==> config.mk <==
export PLATFORM = sky130hd
export DESIGN_NAME = instruction_fetch_unit_flat
export DESIGN_NICKNAME = d
export VERILOG_FILES = /design/src/rtl/instruction_fetch_unit_if.sv /design/src/rtl/instruction_fetch_unit.sv /design/src/flat_wrapper.sv
export SDC_FILE = /design/constraint.sdc
export NUM_CORES = 1
export LEC_CHECK = 0
export CORE_AREA = 2 2 77 115
export DETAILED_ROUTE_END_ITERATION = 7
export DIE_AREA = 0 0 79 117
export PLACE_DENSITY_LB_ADDON = 0.1
export SYNTH_ARGS = -nofsm -noshare
export SYNTH_HDL_FRONTEND = slang
export SYNTH_SLANG_ARGS = --single-unit
==> constraint.sdc <==
create_clock -name clk -period 1.7 [get_ports clk]
set_input_delay 0.51 -clock clk [delete_from_list [all_inputs] [get_ports clk]]
set_output_delay 0.51 -clock clk [all_outputs]
set_load 0.05 [all_outputs]
==> src/rtl/instruction_fetch_unit_if.sv <==
// Fetch-stage bus: PC/instruction memory path, IF/ID outputs and decode control.
// The fetch unit takes the master side (it drives the memory address and IF/ID);
// the decode/memory environment takes the slave side.
interface instruction_fetch_unit_if;
  // control from decode
  logic        stall;
  logic        redirect_valid;
  logic [15:0] redirect_pc;
  // instruction memory
  logic [15:0] pc_out;
  logic [15:0] instr_in;
  // IF/ID register and status
  logic        ifid_valid;
  logic [15:0] ifid_instr;
  logic [15:0] ifid_pc_plus2;
  logic        halted;
  logic [15:0] fetch_count;

  modport master (
    input  stall, redirect_valid, redirect_pc, instr_in,
    output pc_out, ifid_valid, ifid_instr, ifid_pc_plus2, halted, fetch_count
  );

  modport slave (
    output stall, redirect_valid, redirect_pc, instr_in,
    input  pc_out, ifid_valid, ifid_instr, ifid_pc_plus2, halted, fetch_count
  );
endinterface

==> src/rtl/instruction_fetch_unit.sv <==
// Program counter plus IF/ID register: fetches one instruction per unstalled cycle
// from a combinational ROM, with redirect, stall and halt-opcode control.
// Ports: clk, rst_n (async active-low), bus (master side of instruction_fetch_unit_if).
module instruction_fetch_unit #(
  parameter logic [15:0] PC_RESET    = 16'h0000,
  parameter logic [3:0]  HALT_OPCODE = 4'b1111,
  parameter bit          ENABLE_HALT = 1'b1
) (
  input  logic                      clk,
  input  logic                      rst_n,
  instruction_fetch_unit_if.master  bus
);

  typedef enum logic [1:0] {
    BOOT = 2'd0,
    RUN  = 2'd1,
    HALT = 2'd2
  } state_t;

  state_t      state_q, state_d;
  logic [15:0] pc_q, pc_d;
  logic        ifid_valid_q, ifid_valid_d;
  logic [15:0] ifid_instr_q, ifid_instr_d;
  logic [15:0] ifid_pc_plus2_q, ifid_pc_plus2_d;
  logic [15:0] fetch_count_q, fetch_count_d;

  logic [15:0] pc_plus2;
  logic [15:0] redirect_tgt;
  logic        is_halt;

  always_ff @(posedge clk or negedge rst_n) begin
    if (!rst_n) begin
      state_q         <= BOOT;
      pc_q            <= PC_RESET;
      ifid_valid_q    <= 1'b0;
      ifid_instr_q    <= 16'h0000;
      ifid_pc_plus2_q <= 16'h0000;
      fetch_count_q   <= 16'h0000;
    end else begin
      state_q         <= state_d;
      pc_q            <= pc_d;
      ifid_valid_q    <= ifid_valid_d;
      ifid_instr_q    <= ifid_instr_d;
      ifid_pc_plus2_q <= ifid_pc_plus2_d;
      fetch_count_q   <= fetch_count_d;
    end
  end

  always_comb begin
    state_d         = state_q;
    pc_d            = pc_q;
    ifid_valid_d    = ifid_valid_q;
    ifid_instr_d    = ifid_instr_q;
    ifid_pc_plus2_d = ifid_pc_plus2_q;
    fetch_count_d   = fetch_count_q;

    pc_plus2     = pc_q + 16'd2;                      // wraps FFFE -> 0000
    redirect_tgt = {bus.redirect_pc[15:1], 1'b0};     // targets are halfword aligned
    is_halt      = ENABLE_HALT && (bus.instr_in[15:12] == HALT_OPCODE);

    case (state_q)
      BOOT: begin
        // one settling cycle so the ROM sees PC_RESET before the first capture
        state_d = RUN;
      end
      RUN: begin
        if (bus.redirect_valid) begin
          // redirect wins over stall; the wrong-path slot becomes a bubble
          pc_d         = redirect_tgt;
          ifid_valid_d = 1'b0;
        end else if (!bus.stall) begin
          ifid_instr_d    = bus.instr_in;
          ifid_pc_plus2_d = pc_plus2;
          ifid_valid_d    = 1'b1;
          fetch_count_d   = fetch_count_q + 16'd1;
          if (is_halt) begin
            // halt is still handed to decode, but the PC parks on it
            state_d = HALT;
          end else begin
            pc_d = pc_plus2;
          end
        end
      end
      HALT: begin
        ifid_valid_d = 1'b0;
        if (bus.redirect_valid) begin
          pc_d    = redirect_tgt;
          state_d = RUN;
        end
      end
      default: begin
        state_d = BOOT;
      end
    endcase
  end

  assign bus.pc_out        = pc_q;
  assign bus.ifid_valid    = ifid_valid_q;
  assign bus.ifid_instr    = ifid_instr_q;
  assign bus.ifid_pc_plus2 = ifid_pc_plus2_q;
  assign bus.fetch_count   = fetch_count_q;
  assign bus.halted        = (state_q == HALT);

endmodule

==> src/flat_wrapper.sv <==
// flat-port wrapper written by rule: the top's interface ports become plain ports
module instruction_fetch_unit_flat 
#(
  parameter logic [15:0] PC_RESET    = 16'h0000,
  parameter logic [3:0]  HALT_OPCODE = 4'b1111,
  parameter bit          ENABLE_HALT = 1'b1
)
  (clk, rst_n, bus_stall, bus_redirect_valid, bus_redirect_pc, bus_instr_in, bus_pc_out, bus_ifid_valid, bus_ifid_instr, bus_ifid_pc_plus2, bus_halted, bus_fetch_count);
  instruction_fetch_unit_if bus_i ();
  input  logic clk;
  input  logic rst_n;
  input wire logic [$bits(bus_i.stall)-1:0] bus_stall;
  input wire logic [$bits(bus_i.redirect_valid)-1:0] bus_redirect_valid;
  input wire logic [$bits(bus_i.redirect_pc)-1:0] bus_redirect_pc;
  input wire logic [$bits(bus_i.instr_in)-1:0] bus_instr_in;
  output wire logic [$bits(bus_i.pc_out)-1:0] bus_pc_out;
  output wire logic [$bits(bus_i.ifid_valid)-1:0] bus_ifid_valid;
  output wire logic [$bits(bus_i.ifid_instr)-1:0] bus_ifid_instr;
  output wire logic [$bits(bus_i.ifid_pc_plus2)-1:0] bus_ifid_pc_plus2;
  output wire logic [$bits(bus_i.halted)-1:0] bus_halted;
  output wire logic [$bits(bus_i.fetch_count)-1:0] bus_fetch_count;
  assign bus_i.stall = bus_stall;
  assign bus_i.redirect_valid = bus_redirect_valid;
  assign bus_i.redirect_pc = bus_redirect_pc;
  assign bus_i.instr_in = bus_instr_in;
  assign bus_pc_out = bus_i.pc_out;
  assign bus_ifid_valid = bus_i.ifid_valid;
  assign bus_ifid_instr = bus_i.ifid_instr;
  assign bus_ifid_pc_plus2 = bus_i.ifid_pc_plus2;
  assign bus_halted = bus_i.halted;
  assign bus_fetch_count = bus_i.fetch_count;
  instruction_fetch_unit #(.PC_RESET(PC_RESET), .HALT_OPCODE(HALT_OPCODE), .ENABLE_HALT(ENABLE_HALT)) u_core (.clk(clk), .rst_n(rst_n), .bus(bus_i));
endmodule
==> results.md <==
* Layout fillers at 630
* Worst hold path class: in -> async
* Max-Cap Viols at 0
* DIE HEIGHT at 117 µm
* Die width at roughly 79 µm
* WS Path Type: reg -> out
* Layout cells sized above 1 at 37.2%
* Library cells used by synthesis at 42
* Top cells by area, synth: dfrtp_1 51%, mux2_2 6.7%, xnor2_1 6.0%
* Multi-input logic area at 0.00152 mm²
* Max Freq at 567 MHz
* WP data arrival at 1.25 ns
* Routed WL at 7920 µm
* Final clock skew at 0.00809 ns
* Number of enable flip-flop cells after synthesis at 0
* Syn_area_per_cell at 10.9 µm²
* I/O pins at 102
* Post-DP HPWL at approximately 5800 µm
* Worst-Skew Late Latency at 0.33 ns
* DRT iter0 DRCs at 92
* Total gr overflow at 0
* Register area share after synthesis at between 50% and 60%
* TritonCTS Buffers at 9
* Power Total at ~0.012 W
* Number of antenna violations at the first check in global routing at 0
* Vias in the first global route at 2730
* Area Overhead vs Synth at 72.9%
* Setup ws final at -0.0626 ns
* Port bufs at 98
* Detail Route Antenna Nets at 0
* Largest net degree at the start of global routing at 30
* Status: finished, violations left
* DRC Markers at 0
* Post-synth top area share at 50.8%
* Global-route wire length before repair at 13200 µm
* Most used DFF post-synth: dfrtp_1
* Setup-failing EPs final at 3
* Seq cells post-synth at 65
* Dpl ws at -0.434 ns
* Core Box Area at just over 0.008 mm²
* Final Critical Period at 1.76 ns
* RSZ-0062 raised after global routing: yes
* CTS Buffer Depth at 2
* Final hold vios at 0
* Synth async-reset ratio at 100%
* Clk sinks at 65
* Total Routing Usage GR at 18.3%
* Layout Cells excl Fill at 526
* FF/Latch Area at 0.00163 mm²
* Post-Syn Instances at 293
* Area leader, netlist: dfrtp_1
* Vias at approximately 2700
* TritonRoute pass-1 iters at 4
* Die area at around 0.0092 mm²
* Layout net count at approximately 460
* Row count at 41
* Clock-pin slew of the registers on the worst-case setup and hold paths at 0.05 ns
* Worst Setup Start Kind: flop
* CP Data Required Time at 1.19 ns
* Crit end category: output pin
* Post-Syn Area at around 0.0032 mm²
* N_diodes at 0
* Top-count cell post-synth: dfrtp_1
* Leak at between 2 and 2.5 nW
* Failing checks: setup timing
* Starting density of the core at 38.5%
* Syn. warnings at 0
* Via density at between 5 and 6
* RePlAce Congestion at 0.807
* Power Density at roughly 2200 mW/mm²
* Placed insts at roughly 500
* Peak VDD IR at ~1.1 mV
* H-tree depth at 3
* CTS tree: done
* Commonest cells post-synth: 65 x dfrtp_1, 26 x a21oi_1, 24 x nor2_1
* Root buf cell: clkbuf_16
* Routed len/inst at 15.1 µm
* Slew Limit Fails at 0
* Crit Path Max Fanout at 4
* Final Cycle Share at 104%
==> area by class of cell <==
| type | count | area share, % |
|---|---|---|
| sequential | 65 | 29.5 |
| clock inverter | 3 | 0.271 |
| tap | 107 | 2.42 |
| inverter | 5 | 0.339 |
| clock buffer | 13 | 4.70 |
| timing repair buffer | 130 | 35.3 |
| multi-input combinational | 203 | 27.5 |
==> flip-flops by register name (all words and copies together) (netlist names) <==
register,count
u_core.state_q,2
u_core.bus.ifid_valid,1
u_core.bus.fetch_count,16
u_core.bus.pc_out,15
u_core.bus.ifid_pc_plus2,15
u_core.bus.ifid_instr,16
==> metal layers <==
| metal | vias up | wire length, µm | track usage [%] |
|---|---|---|---|
| li1 | 1286 | - | - |
| met1 | 1286 | 3260 | 21.5 |
| met2 | 73 | 4140 | 32.1 |
| met3 | 9 | 397 | 4.75 |
| met4 | 0 | 124 | 6.67 |
| met5 | - | 0 | 0 |
==> worst paths after layout <==
path	from	to	slack [ns]	cells after the start
max reg2reg	u_core.state_q[1]$_DFFE_PN0P_	u_core.bus.fetch_count[13]$_DFFE_PN0P_	-0.03	7
max in group asynchronous	rst_n	u_core.bus.fetch_count[3]$_DFFE_PN0P_	1.11	2
min reg2reg	u_core.bus.fetch_count[15]$_DFFE_PN0P_	u_core.bus.fetch_count[15]$_DFFE_PN0P_	0.52	1
max	u_core.state_q[1]$_DFFE_PN0P_	bus_halted	-0.06	4
min	rst_n	u_core.bus.ifid_valid$_DFFE_PN0P_	0.11	1
min in group clk	bus_instr_in[12]	u_core.bus.ifid_instr[12]$_DFFE_PN0P_	0.52	2
==> repair_timing <==
action | CTS | global route
setup endpoints to repair | 55 | 33
hold buffers | 0 | 0
gates resized for setup | 11 | 11
buffers inserted | 1 | 5
gates cloned | 0 | 1
pin swaps | 3 | 5
==> power by group <==
part,internal [W],total (W),switching (W)
registers,0.00221,0.00315,0.000941
logic,0.00369,0.00732,0.00363
clock network,0.00106,0.00169,0.000636
==> worst max-delay path, cell delays in order (launching register included) <==
cell	delay (ns)
dfrtp_1	0.38
buf_6	0.12
ha_4	0.16
buf_6	0.12
buf_12	0.14
==> cell usage in the layout, fill, tap and decap left out, types with 3 or more instances in the layout <==
cell type         n
dfrtp_2           6
buf_4            24
o21bai_1          5
nand3_1          10
o22a_1            6
o2bb2ai_1         4
nor2_1           24
dlymetal6s2s_1    4
xor2_1            6
a22oi_1           5
xnor2_1          22
o21ai_1           4
dfrtp_1          59
mux2_2           19
buf_12           69
nand2_1          13
o21ai_0           8
clkdlybuf4s50_1  27
ha_1              3
and4_1            4
clkinv_2          3
and3_1            4
clkbuf_16        10
nand4_1           6
inv_1             4
a21oi_1          25
==> kinds of logic (layout without fill, tap and decap cells) <==
kind of cell             Yosys count  count (layout)  synth area share (%)
AND/OR/NAND/NOR                   79              79                  14.6
AO/OA/AOI/OAI                     67              67                  13.2
flip-flops                        65              65                  50.8
XOR/XNOR                          28              28                  7.66
buffers and inverters             26             151                  3.98
multiplexers                      21              21                  7.30
adder cells (fa/ha/maj)            6               6                  2.34
other                              1               2                 0.117
==> stage by stage <==
| stage | area (µm²) | hold WS (ns) | utilization, % | TNS, ns |
|---|---|---|---|---|
| final | 5540 | 0.108 | 66.6 | -0.110 |
| after global routing | 5540 | 0.128 | 66.6 | -0.814 |
| after CTS | 5460 | 0.113 | 65.7 | -0.0706 |
| after detailed placement | 5150 | 0.459 | 62.0 | -22.29 |
| after global placement | 5150 | 0.451 | 62.0 | -21.46 |
| after floorplan | 3240 | 0.214 | - | -0.0337 |
Note: power is estimated with default switching activity, not from simulation.
